$ cat src/rtl/latch_fifo_rd.sv
// Read-side controller for the latch-array FIFO: settled write pointer,
// oldest-entry select, registered valid/ready output. Option: LATCH_FIFO_RD_SYNC2_EN.
module latch_fifo_rd #(
  parameter int WIDTH      = 40,
  parameter int DEPTH_LOG2 = 3
) (
  input  logic                          clk,
  input  logic                          rn,
  input  logic [DEPTH_LOG2:0]           wr_ptr,
  input  logic [(2**DEPTH_LOG2)*WIDTH-1:0] mem_data,
  input  logic                          dout_ready,
  output logic                          dout_valid,
  output logic [WIDTH-1:0]              dout,
  output logic [DEPTH_LOG2:0]           rd_ptr,
  output logic                          empty,
  output logic [DEPTH_LOG2+1:0]         level,
  output logic                          ptr_err
);

  localparam int DEPTH = 2 ** DEPTH_LOG2;
  localparam int PW    = DEPTH_LOG2 + 1;
  localparam int LW    = DEPTH_LOG2 + 2;
  localparam logic [PW-1:0] DEPTH_C = PW'(DEPTH);

  logic [PW-1:0]         wr_ptr_q;
  logic [PW-1:0]         rd_ptr_q, rd_ptr_d;
  logic                  dout_valid_q, dout_valid_d;
  logic [WIDTH-1:0]      dout_q, dout_d;
  logic                  ptr_err_q, ptr_err_d;
  logic [PW-1:0]         avail;
  logic                  over;
  logic                  load;
  logic [DEPTH_LOG2-1:0] rd_idx;
  logic [WIDTH-1:0]      rd_word;

`ifdef LATCH_FIFO_RD_SYNC2_EN
  logic [PW-1:0] wr_ptr_q1;

  // Two-stage settle for latches written on the falling edge
  always_ff @(posedge clk or negedge rn) begin
    if (!rn) begin
      wr_ptr_q1 <= '0;
      wr_ptr_q  <= '0;
    end else begin
      wr_ptr_q1 <= wr_ptr;
      wr_ptr_q  <= wr_ptr_q1;
    end
  end
`else
  // Single-stage settle: entries are only read once stable
  always_ff @(posedge clk or negedge rn) begin
    if (!rn) wr_ptr_q <= '0;
    else     wr_ptr_q <= wr_ptr;
  end
`endif

  // Availability, load decision and next-state of the output stage
  always_comb begin
    avail        = wr_ptr_q - rd_ptr_q;
    over         = avail > DEPTH_C;
    load         = !over && (avail != '0) &&
                   (!dout_valid_q || dout_ready);
    rd_idx       = rd_ptr_q[DEPTH_LOG2-1:0];
    rd_word      = mem_data[int'(rd_idx)*WIDTH +: WIDTH];
    rd_ptr_d     = rd_ptr_q;
    dout_valid_d = dout_valid_q;
    dout_d       = dout_q;
    ptr_err_d    = ptr_err_q | over;
    if (load) begin
      rd_ptr_d     = rd_ptr_q + 1'b1;
      dout_valid_d = 1'b1;
      dout_d       = rd_word;
    end else if (dout_valid_q && dout_ready) begin
      dout_valid_d = 1'b0;
    end
  end

  // Output stage and read pointer registers
  always_ff @(posedge clk or negedge rn) begin
    if (!rn) begin
      rd_ptr_q     <= '0;
      dout_valid_q <= 1'b0;
      dout_q       <= '0;
      ptr_err_q    <= 1'b0;
    end else begin
      rd_ptr_q     <= rd_ptr_d;
      dout_valid_q <= dout_valid_d;
      dout_q       <= dout_d;
      ptr_err_q    <= ptr_err_d;
    end
  end

  assign dout_valid = dout_valid_q;
  assign dout       = dout_q;
  assign rd_ptr     = rd_ptr_q;
  assign ptr_err    = ptr_err_q;
  assign empty      = (avail == '0) && !dout_valid_q;
  assign level      = LW'(avail) + LW'(dout_valid_q);

endmodule
$ cat config.mk
export PLATFORM = sky130hd
export DESIGN_NAME = latch_fifo_rd
export DESIGN_NICKNAME = d
export VERILOG_FILES = /design/src/rtl/latch_fifo_rd.sv
export SDC_FILE = /design/constraint.sdc
export NUM_CORES = 1
export LEC_CHECK = 0
export BUFFER_PORTS_ARGS = -buffer_cell sky130_fd_sc_hd__buf_2
export CORE_AREA = 2 2 148 150
export DETAILED_ROUTE_END_ITERATION = 16
export DIE_AREA = 0 0 150 152
export SLEW_MARGIN = 15
export SYNTH_ARGS = -nofsm -noshare
export SYNTH_HDL_FRONTEND = slang
export SYNTH_SLANG_ARGS = --single-unit
$ cat constraint.sdc
create_clock -name clk -period 3.28 [get_ports clk]
set_input_delay 0.492 -clock clk [delete_from_list [all_inputs] [get_ports clk]]
set_output_delay 0.492 -clock clk [all_outputs]
set_load 0.005 [all_outputs]
Yosys cells after proc, flatten, opt, wreduce, memory -nomap -nowiden --
Index checks and enable logic that the tools add are counted. W data, S select, Z words.
Word-level totals: word-level logic and storage cells 24, bits of input ports 327, register bits after elaboration 50
Cells by class: bitwise operators 1, mux-type cells 2, order comparisons 1, multipliers 1, add/sub/neg operators 3, reduce and logical (&&, ||, !) cells 10, shifts and indexed selects 1
Operators by type and width (number):
- $shiftx A320 B10 Y40 | 1
- $mul A3 B3 Y6 const B | 1
- $add A4 B1 Y5 | 1
- $add A4 B1 Y4 const B | 1
- $gt A4 B4 Y1 const B | 1
- $logic_and A1 B1 Y1 | 4
- $logic_not A4 Y1 | 1
- $reduce_bool A4 Y1 | 1
- $sub A4 B4 Y4 | 1
- $logic_not A1 Y1 | 2
- $mux W1 | 2
- $reduce_bool A2 Y1 | 1
- $logic_or A1 B1 Y1 | 1
- $or A1 B1 Y1 | 1

Logic depth before layout (Yosys ltp) --
Gate-level depths: netlist of the first run.
depth after elaboration 6, gate-level depth with buffers 10, mapped depth without buffers 8

Worst setup path after synthesis of the first run --
Ideal clock, no wire load.
kind reg2reg, from reg rd_ptr_q[2] (netlist: rd_ptr[2]), to reg dout_q[10] (netlist: dout[10]), arrival time 2941 ps, period minus slack after synthesis 3066 ps, setup slack 214 ps, stages on the path, launching flop included 11, cell sequence dfrtp_1 -> clkbuf_1 -> clkbuf_1 -> inv_1 -> ha_1 -> nor2b_4 -> a221oi_2 -> xnor3_2 -> nor2_8 -> buf_12 -> mux2_4
On the way: word-level cells in the longest chain between the ends 5, elaborated cells on any way between the ends 8, those cells by class add/sub: 1; mul: 1; order compare: 1; shift: 1; reduce/logical: 4
Ends and longest elaborated chain:
- start, declared | RTL line 26 | logic [PW-1:0] rd_ptr_q, rd_ptr_d;
- start signal, assigned | RTL line 86 | rd_ptr_q <= rd_ptr_d;
- parallel branches: the longest is 5 deep, another holds $mul A3 B3 Y6
- end signal, assigned | RTL line 88 | dout_q <= dout_d;
- end, declared | RTL line 28 | logic [WIDTH-1:0] dout_q, dout_d;
Several ways; the timed one is not identified. A chain may end at the register's enable or synchronous reset.

Worst setup path in the final report of the first run --
from reg rd_ptr_q[0] (netlist: rd_ptr[0]), to reg dout_q[0] (netlist: dout[0])
The elaborated chain is that of the path after synthesis.

==> flow_metrics.py, run 1 <==
metrics = {
    "setup_path": {
        "critPathLaunch": "rd_ptr[0]$_DFFE_PN0P_",
        "crit_chain": "ha_1 > fa_1 > xor2_1 > and3_1 > xnor3_2 > nor2_8 > buf_4 > mux2_2",
        "reg2reg_from": "rd_ptr[0]$_DFFE_PN0P_",
        "rrSetupSlack_ns": 0.27,
        "reg2reg_to": "dout[0]$_DFFE_PN0P_",
        "r2r_cells": 8,
        "worst_ep_required_time_ns": 3.46,
        "critPathMaxStageDelay_ns": 0.50,
        "cp-end-kind": "flop",
        "critPathSlowestCell": "dfrtp_4",
        "critPathKind": "reg2reg",
        "cp_max_fo": 17,
        "cp_data_arrival_time_ns": 3.19,
        "start_kind": "flop",
    },
    "power": {
        "combPwrFrac_pct": 74.8,
        "p_int_uw": 4026,
        "net-switching-power_uw": 2558,
        "p_seq_share_pct": 17.2,
        "ir_drop_mv": 0.5899,
        "clkPwrFrac_pct": 7.9,
        "powerDensity_mw_per_mm2": 951.1,
        "power.total_uw": 6584,
        "power_leakage_uw": 0.003552,
        "p_sw_share_pct": 38.85,
    },
    "timing": {
        "slew_headroom_pct": 51.92,
        "grt_setup_unrepaired": "no",
        "finalHoldViolations": 0,
        "slew_violations": 0,
        "min_period_over_period_pct": 91.81,
        "final.setup_skew_ns": 0.008588,
        "worstMarginPinSlew_ns": 0.7212,
        "setup_violations": 0,
        "final.min_clock_period_ns": 3.011,
        "fin_tns_setup_ns": 0,
        "max_freq_ghz": 0.3321,
    },
    "grt": {
        "met2_usage_pct": 24.03,
        "antenna_found_initial": 0,
        "grt_use_met3_pct": 2.553,
        "busiest_layer": "met2",
        "grt_pass1_wl_um": 25740,
        "grt_max_degree": 85,
        "grt.overflow.total": 0,
        "grt_use_total_pct": 14.43,
        "grt_pass1_vias": 4755,
        "globalRouteMet1Util_pct": 19.13,
    },
    "final_layout": {
        "drive_gt1_share_pct": 72.40,
        "nFillCells": 2247,
        "diodes": 0,
        "finalNetCount": 1054,
        "syn2layout_area_growth_pct": 49.39,
        "finalInstanceArea_mm2": 0.006922,
    },
    "cts": {
        "root_buffer": "clkbuf_16",
        "ctsLongestPathBuffers": 2,
        "cts.repair.resized": 0,
        "postCtsHoldBufs": 0,
        "cts_tree": "built",
        "clkTransAtPathRegs_ns": 0.07,
        "cts_sinks": 50,
        "post_cts_buffers": 0,
        "htree_num_levels": 2,
        "cts_buffers": 5,
        "clk_latency_ns": 0.30,
    },
    "job": {
        "max-cap-violations": 0,
    },
    "synth": {
        "synthTopCellsByArea": "mux4_2 (39%), dfrtp_1 (27%), mux2_4 (13%)",
        "synth.most_common_cell": "nand2_1",
        "synth.ff_latch_count": 50,
        "synth_cells": 358,
        "async_flop_share_pct": 100.0,
        "syn_nets": 692,
        "yosysTopAreaCell": "mux4_2",
        "yosysWarningCount": 0,
        "netlist-cell-type-count": 25,
        "synth_top_area_share_pct": 38.89,
        "synth_area_per_cell_um2": 12.94,
        "synthTopCellsByCount": "nand2_1 (120), mux4_2 (80), dfrtp_1 (50), mux2_4 (39), clkbuf_1 (19)",
        "seq_area_frac_synth_pct": 27.01,
        "synth.cell_area_mm2": 0.004633,
        "synth_edf_count": 0,
        "synth_ff_type": "dfrtp_1",
    },
    "floorplan": {
        "start_util_pct": 21.70,
        "core-area_mm2": 0.02135,
        "die_h_um": 152,
        "die_area_mm2": 0.02280,
        "rows": 54,
        "die_w_um": 150,
        "ios": 379,
    },
    "routing": {
        "drc": 0,
        "dr.pass1.iters": 4,
        "vias": 4515,
        "vias_per_cell": 4.510,
        "routed_wl_um": 16670,
        "ant_nets": 0,
        "drtIter0Drc": 214,
        "routedWlPerCell_um": 16.65,
    },
    "min_path": {
        "min_path_type": "in2async",
    },
    "place": {
        "numPortBuffers": 378,
        "hpwl_um": 13830,
        "gp_congestion": 0.8064,
        "dpl_cell_area_mm2": 0.006778,
    },
    "status": {
        "outcome": "finished, final reports clean",
    },
}
[worst max path at each step]
stage / endpoint / slack [ns] / depth (start not counted)
global placement: dout[0]$_DFFE_PN0P_ / 0.36 / 8
CTS: dout[0]$_DFFE_PN0P_ / 0.26 / 8
global route: dout[39]$_DFFE_PN0P_ / 0.15 / 8
finish: dout[0]$_DFFE_PN0P_ / 0.27 / 8
floorplan: dout[10]$_DFFE_PN0P_ / 0.21 / 10
detailed placement: dout[0]$_DFFE_PN0P_ / 0.28 / 8
[registers in the layout, summed over array words and instances, names as in the netlist]
register / cells
dout_valid: 1
ptr_err: 1
wr_ptr_q: 4
rd_ptr: 4
dout: 40
[stage by stage]
| step | worst slack, ns | instances | utilization (%) | hold slack (ns) |
|---|---|---|---|---|
| 3_3_place_gp | 0.3636 | 993 | 31.75 | 0.4831 |
| 4_1_cts | 0.2601 | 1001 | 32.42 | 0.2539 |
| 3_5_place_dp | 0.2842 | 993 | 31.75 | 0.4681 |
| 5_1_grt | 0.1467 | 1001 | 32.42 | 0.2950 |
| 6_report | 0.2686 | 1001 | 32.42 | 0.2432 |
| 2_1_floorplan | 0.2141 | 358 | - | 0.1964 |
[logic make-up after synthesis]
| kind of cell | after synthesis | synth area share [%] |
|---|---|---|
| muxes | 121 | 52.01 |
| and+or+nand+nor | 131 | 11.72 |
| AOI/OAI and AO/OA | 2 | 0.4861 |
| adders and majority gates | 7 | 2.052 |
| buffers and inverters | 38 | 4.699 |
| DFF | 50 | 27.01 |
| xor gates and xnor gates | 9 | 2.025 |
[critical path, delay by kind of cell (launching register included)]
family | cells | cell delay, ns
DFF | 1 | 0.50
xor gates and xnor gates | 2 | 0.64
adders and majority gates | 2 | 0.66
and+or+nand+nor | 2 | 0.38
buffers and inverters | 1 | 0.32
muxes | 1 | 0.37
[cell usage in the layout, fill, tap and decap left out, types with 2 or more instances in the layout]
master      count
ha_1            6
clkbuf_16       5
buf_12          2
xnor2_1         4
mux2_2          2
nand2_1       120
nor3b_1         2
mux2_4         39
clkinvlp_4      2
xor2_1          4
inv_1           6
nor3_1          2
dfrtp_1        47
dfrtp_4         2
buf_4           6
buf_2         378
mux4_2         80
[layout make-up]
class                   count  area [um^2]  share of cell area, %
repair buffers            386         1977                  28.56
inverters                   7        26.28                 0.3796
well taps                 280        350.3                  5.061
clock buffers               6        128.9                  1.862
multi-input cells         270         3164                  45.72
flip-flops and latches     50         1260                  18.20
clock inverters             2        15.01                 0.2169
[per-layer routing]
| metal | vias to the layer above | wire, um |
|---|---|---|
| li1 | 2070 | - |
| met1 | 2239 | 6970 |
| met2 | 182 | 8308 |
| met3 | 24 | 1067 |
| met4 | 0 | 323 |
| met5 | - | 0 |
[power by group through the flow]
stage	clock network [uW]	registers (uW)	logic (uW)
6_report	523	1130	4930
3_5_place_dp	0	1140	5020
5_1_grt	569	1170	5380
2_1_floorplan	0	1130	3960
3_3_place_gp	0	1140	4940
4_1_cts	561	1140	5020
Note: power is estimated with default switching activity, not from simulation.
==> inputs of run 2 (changes only) <==
==> constraint.sdc (replaced) <==
create_clock -name clk -period 3.28 [get_ports clk]
set_input_delay 0.492 -clock clk [delete_from_list [all_inputs] [get_ports clk]]
set_output_delay 0.492 -clock clk [all_outputs]
set_load 0.01 [all_outputs]
==> run 2 against run 1 <==
Non-clock buffer count is the same. Critical path depth unchanged. Global-route usage is essentially flat. Sequential power is essentially flat. Setup slack gained 0.012 ns. Highest routed layer unchanged.
==> flow_metrics.py, run 2 (same netlist as run 1, synthesis figures left out) <==
metrics = {
    "status": {
        "outcome": "finished, final reports clean",
    },
    "setup_path": {
        "start_kind": "flop",
        "cp-end-kind": "flop",
        "critPathMaxStageDelay_ns": 0.50,
        "cp_max_fo": 17,
        "rrSetupSlack_ns": 0.28,
        "crit_chain": "ha_1 > fa_1 > xor2_1 > and3_1 > xnor3_2 > nor2_8 > buf_4 > mux2_2",
        "critPathSlowestCell": "dfrtp_4",
        "worst_ep_required_time_ns": 3.47,
        "crit_buf_inv": 1,
        "critPathKind": "reg2reg",
        "crit_family": "adder cells",
        "cp_data_arrival_time_ns": 3.19,
    },
    "place": {
        "gp_congestion": 0.8036,
        "dpl_cell_area_mm2": 0.006778,
        "dp.cells": 993,
        "hpwl_um": 13810,
        "numPortBuffers": 378,
    },
    "timing": {
        "finalHoldViolations": 0,
        "min_period_over_period_pct": 91.43,
        "fin_tns_setup_ns": 0,
        "setup_violations": 0,
        "final.min_clock_period_ns": 2.999,
        "slew_headroom_pct": 50.57,
        "worstMarginPinSlew_ns": 0.7415,
        "grt_setup_unrepaired": "no",
        "max_freq_ghz": 0.3334,
        "final.setup_skew_ns": 0.005809,
        "slew_violations": 0,
    },
    "cts": {
        "post_cts_buffers": 0,
        "htree_num_levels": 2,
        "clkTransAtPathRegs_ns": 0.07,
        "root_buffer": "clkbuf_16",
        "clk_latency_ns": 0.30,
        "ctsLongestPathBuffers": 2,
        "postCtsHoldBufs": 0,
        "cts_sinks": 50,
        "cts_buffers": 5,
        "cts.repair.resized": 0,
        "cts_tree": "built",
    },
    "grt": {
        "grt_pass1_vias": 4626,
        "antenna_found_initial": 0,
        "grt_pass1_wl_um": 25520,
        "grt_use_total_pct": 14.44,
        "grt_max_degree": 85,
        "grt.overflow.total": 0,
    },
    "final_layout": {
        "multiInputGateArea_mm2": 0.003164,
        "most-common-layout-cells": "buf_2 (378), nand2_1 (120), mux4_2 (80)",
        "finalNetCount": 1054,
        "final_common_cell": "buf_2",
        "nFillCells": 2224,
        "seq_area_mm2": 0.001260,
        "stdcell_count": 1001,
        "diodes": 0,
        "syn2layout_area_growth_pct": 49.66,
        "finalInstanceArea_mm2": 0.006934,
        "largest_register_ffs": 40,
        "drive_gt1_share_pct": 72.54,
    },
    "floorplan": {
        "rows": 54,
        "start_util_pct": 21.70,
        "die_h_um": 152,
        "die_area_mm2": 0.02280,
        "die_w_um": 150,
        "ios": 379,
        "core-area_mm2": 0.02135,
    },
    "routing": {
        "met1_length_um": 7258,
        "vias_per_cell": 4.477,
        "ant_nets": 0,
        "drtIter0Drc": 243,
        "top_layer_used": "met4",
        "routedWlPerCell_um": 16.87,
        "wl_met2_um": 8348,
        "vias": 4481,
        "routed_wl_um": 16880,
        "dr.pass1.iters": 4,
        "drc": 0,
        "wl_met3_um": 979,
    },
    "min_path": {
        "min_path_type": "in2async",
    },
    "power": {
        "power_leakage_uw": 0.003566,
        "ir_drop_mv": 0.5034,
        "powerDensity_mw_per_mm2": 977.0,
    },
    "job": {
        "max-cap-violations": 0,
    },
}
## run 2: worst paths after layout
path,depth (start not counted),start,to
setup / recovery,8,rd_ptr[0]$_DFFE_PN0P_,dout[0]$_DFFE_PN0P_
hold / removal,1,rn,wr_ptr_q[2]$_DFF_PN0_
setup reg to reg,8,rd_ptr[0]$_DFFE_PN0P_,dout[0]$_DFFE_PN0P_
hold reg to reg,1,ptr_err$_DFF_PN0_,ptr_err$_DFF_PN0_
max in group asynchronous,2,rn,dout[15]$_DFFE_PN0P_
min in group clk,1,wr_ptr[3],wr_ptr_q[3]$_DFF_PN0_
## run 2: layout make-up
type,count,area share (%)
multi-input cells,270,45.63
clock inverters,2,0.2526
clock buffers,6,2.003
repair buffers,386,28.51
inverters,7,0.3789
well taps,280,5.052
flip-flops and latches,50,18.17
## run 2: metal layers
layer  GRT usage (%)  vias up
li1                -     2068
met1           19.43     2200
met2           23.94      193
met3           2.342       20
met4           4.088        0
met5               0        -
## run 2: metrics by stage
stage	setup WS [ns]	power [uW]	hold slack, ns	utilization [%]
after global routing	0.1718	7317	0.2826	32.48
after floorplan	0.1709	5236	0.1964	-
after detailed placement	0.2783	6322	0.4710	31.75
after global placement	0.3573	6216	0.4818	31.75
final	0.2810	6775	0.2393	32.48
after CTS	0.2728	6902	0.2589	32.48
## run 2: power breakdown
part,switching [uW],leakage (uW),internal (uW)
Clock,256,0.0000770,307
Combinational,2290,0.00290,2790
Sequential,177,0.000591,955
==> inputs of run 3 (changes only) <==
--- a/config.mk
+++ b/config.mk
@@ -6,9 +6,12 @@
 export NUM_CORES = 1
 export LEC_CHECK = 0
 export BUFFER_PORTS_ARGS = -buffer_cell sky130_fd_sc_hd__buf_2
-export CORE_AREA = 2 2 148 150
+export CELL_PAD_IN_SITES_DETAIL_PLACEMENT = 1
+export CELL_PAD_IN_SITES_GLOBAL_PLACEMENT = 2
+export CORE_MARGIN = 2
+export CORE_UTILIZATION = 22
 export DETAILED_ROUTE_END_ITERATION = 16
-export DIE_AREA = 0 0 150 152
+export PLACE_DENSITY_LB_ADDON = 0.1
 export SLEW_MARGIN = 15
 export SYNTH_ARGS = -nofsm -noshare
 export SYNTH_HDL_FRONTEND = slang
==> run 3 against run 2 <==
Sequential share of layout area grew 0.056 points. Critical path depth is the same. Maximum frequency grew 3.0%. Setup slack gained 0.087 ns. Via count shrank 0.13%. Design area shrank 0.31%. Clock power shrank 10%.
==> flow_metrics.py, run 3 (same netlist as run 1, synthesis figures left out) <==
metrics = {
    "timing": {
        "final.min_clock_period_ns": 2.912,
        "holdWs_ns": 0.2872,
        "finalHoldViolations": 0,
        "slew_violations": 0,
        "max_freq_ghz": 0.3434,
        "final.setup_skew_ns": 0.005231,
        "min_period_over_period_pct": 88.78,
        "grt_setup_unrepaired": "no",
        "worstMarginPinSlew_ns": 1.168,
        "setup_violations": 0,
        "fin_tns_setup_ns": 0,
        "slew_headroom_pct": 22.14,
    },
    "routing": {
        "routedWlPerCell_um": 18.44,
        "ant_nets": 0,
        "vias": 4475,
        "vias_per_cell": 4.488,
        "dr.pass1.iters": 4,
        "drc": 0,
        "drtIter0Drc": 93,
        "routed_wl_um": 18380,
    },
    "place": {
        "hpwl_um": 14960,
        "gp_congestion": 0.7659,
        "numPortBuffers": 378,
    },
    "setup_path": {
        "worst_ep_required_time_ns": 3.45,
        "critPathMaxStageDelay_ns": 0.49,
        "critPathSlowestCell": "dfrtp_4",
        "cp_data_arrival_time_ns": 3.09,
        "critPathKind": "reg2reg",
        "crit_chain": "ha_1 > fa_1 > xor2_1 > and3_1 > xnor3_2 > nor2_8 > buf_4 > mux2_2",
        "rrSetupSlack_ns": 0.37,
        "start_kind": "flop",
        "cp-end-kind": "flop",
        "cp_max_fo": 20,
    },
    "job": {
        "max-cap-violations": 0,
    },
    "grt": {
        "grt_pass1_wl_um": 27680,
        "grt_use_total_pct": 16.11,
        "grt_max_degree": 85,
        "antenna_found_initial": 1,
        "grt_pass1_vias": 5074,
        "grt.overflow.total": 0,
    },
    "final_layout": {
        "multiInputGateArea_mm2": 0.003164,
        "largest_register_ffs": 40,
        "syn2layout_area_growth_pct": 49.20,
        "drive_gt1_share_pct": 72.40,
        "seq_area_mm2": 0.001260,
        "finalNetCount": 1054,
        "final_common_cell": "buf_2",
        "most-common-layout-cells": "buf_2 (378), nand2_1 (120), mux4_2 (80)",
        "nFillCells": 2472,
    },
    "floorplan": {
        "rows": 53,
        "start_util_pct": 22.25,
        "die_w_um": 149.1,
        "die_h_um": 149.1,
        "ios": 379,
        "core-area_mm2": 0.02082,
        "die_area_mm2": 0.02224,
    },
    "min_path": {
        "min_path_type": "in2async",
    },
    "cts": {
        "clk_latency_ns": 0.29,
        "cts.repair.resized": 0,
        "htree_num_levels": 2,
        "post_cts_buffers": 0,
        "cts_buffers": 5,
        "postCtsHoldBufs": 0,
        "root_buffer": "clkbuf_16",
        "cts_tree": "built",
        "clkTransAtPathRegs_ns": 0.07,
        "cts_sinks": 50,
        "ctsLongestPathBuffers": 2,
    },
    "power": {
        "power_leakage_uw": 0.003560,
        "powerDensity_mw_per_mm2": 983.0,
        "power.total_uw": 6795,
        "ir_drop_mv": 0.5282,
    },
    "status": {
        "outcome": "finished, final reports clean",
    },
}
-- run 3: layer usage --
layer  part of all wire [%]  GRT usage [%]
met3                    6.0          2.630
met5                      0              0
met2                     55          30.85
met1                     37          18.73
met4                    1.2          3.571
-- run 3: where the power goes --
part	total, uW	leakage [uW]	internal, uW	switching [uW]
clock network	504	0.0000706	281	224
logic	5150	0.00290	2820	2330
registers	1140	0.000591	955	188
total	6800	0.00356	4050	2740
-- run 3: path summary, 6_finish.rpt --
kind                                        from               endpoint  cells after the start
min                                           rn   dout[25]$_DFFE_PN0P_                      1
max                        rd_ptr[0]$_DFFE_PN0P_    dout[0]$_DFFE_PN0P_                      8
min reg2reg                    ptr_err$_DFF_PN0_      ptr_err$_DFF_PN0_                      1
min in group clk                       wr_ptr[3]  wr_ptr_q[3]$_DFF_PN0_                      1
max in group asynchronous                     rn   dout[21]$_DFFE_PN0P_                      2
max reg2reg                rd_ptr[0]$_DFFE_PN0P_    dout[0]$_DFFE_PN0P_                      8
-- run 3: metrics by stage --
step                      area [um^2]  setup slack, ns  std cells  util [%]
after global routing             6913           0.1852        997     33.20
final                            6913           0.3679        997     33.20
after floorplan                  4633           0.1709        358         -
after detailed placement         6771           0.3344        988     32.52
after CTS                        6910           0.3212        996     33.19
after global placement           6771           0.4149        988     32.52
-- run 3: area by class of cell --
class / instances / share of cell area (%)
repair buffers: 386 / 28.60
clock inverters: 2 / 0.1448
well taps: 275 / 4.977
inverters: 7 / 0.3801
clock buffers: 6 / 1.864
multi-input cells: 270 / 45.77
diodes: 1 / 0.03620
flip-flops and latches: 50 / 18.23
-- run 3: critical path, delay by kind of cell, from the launching register on --
kind | cells | cell delay, ns
DFF | 1 | 0.49
and+or+nand+nor | 2 | 0.37
buffers and inverters | 1 | 0.36
muxes | 1 | 0.38
adders and majority gates | 2 | 0.67
xor gates and xnor gates | 2 | 0.53
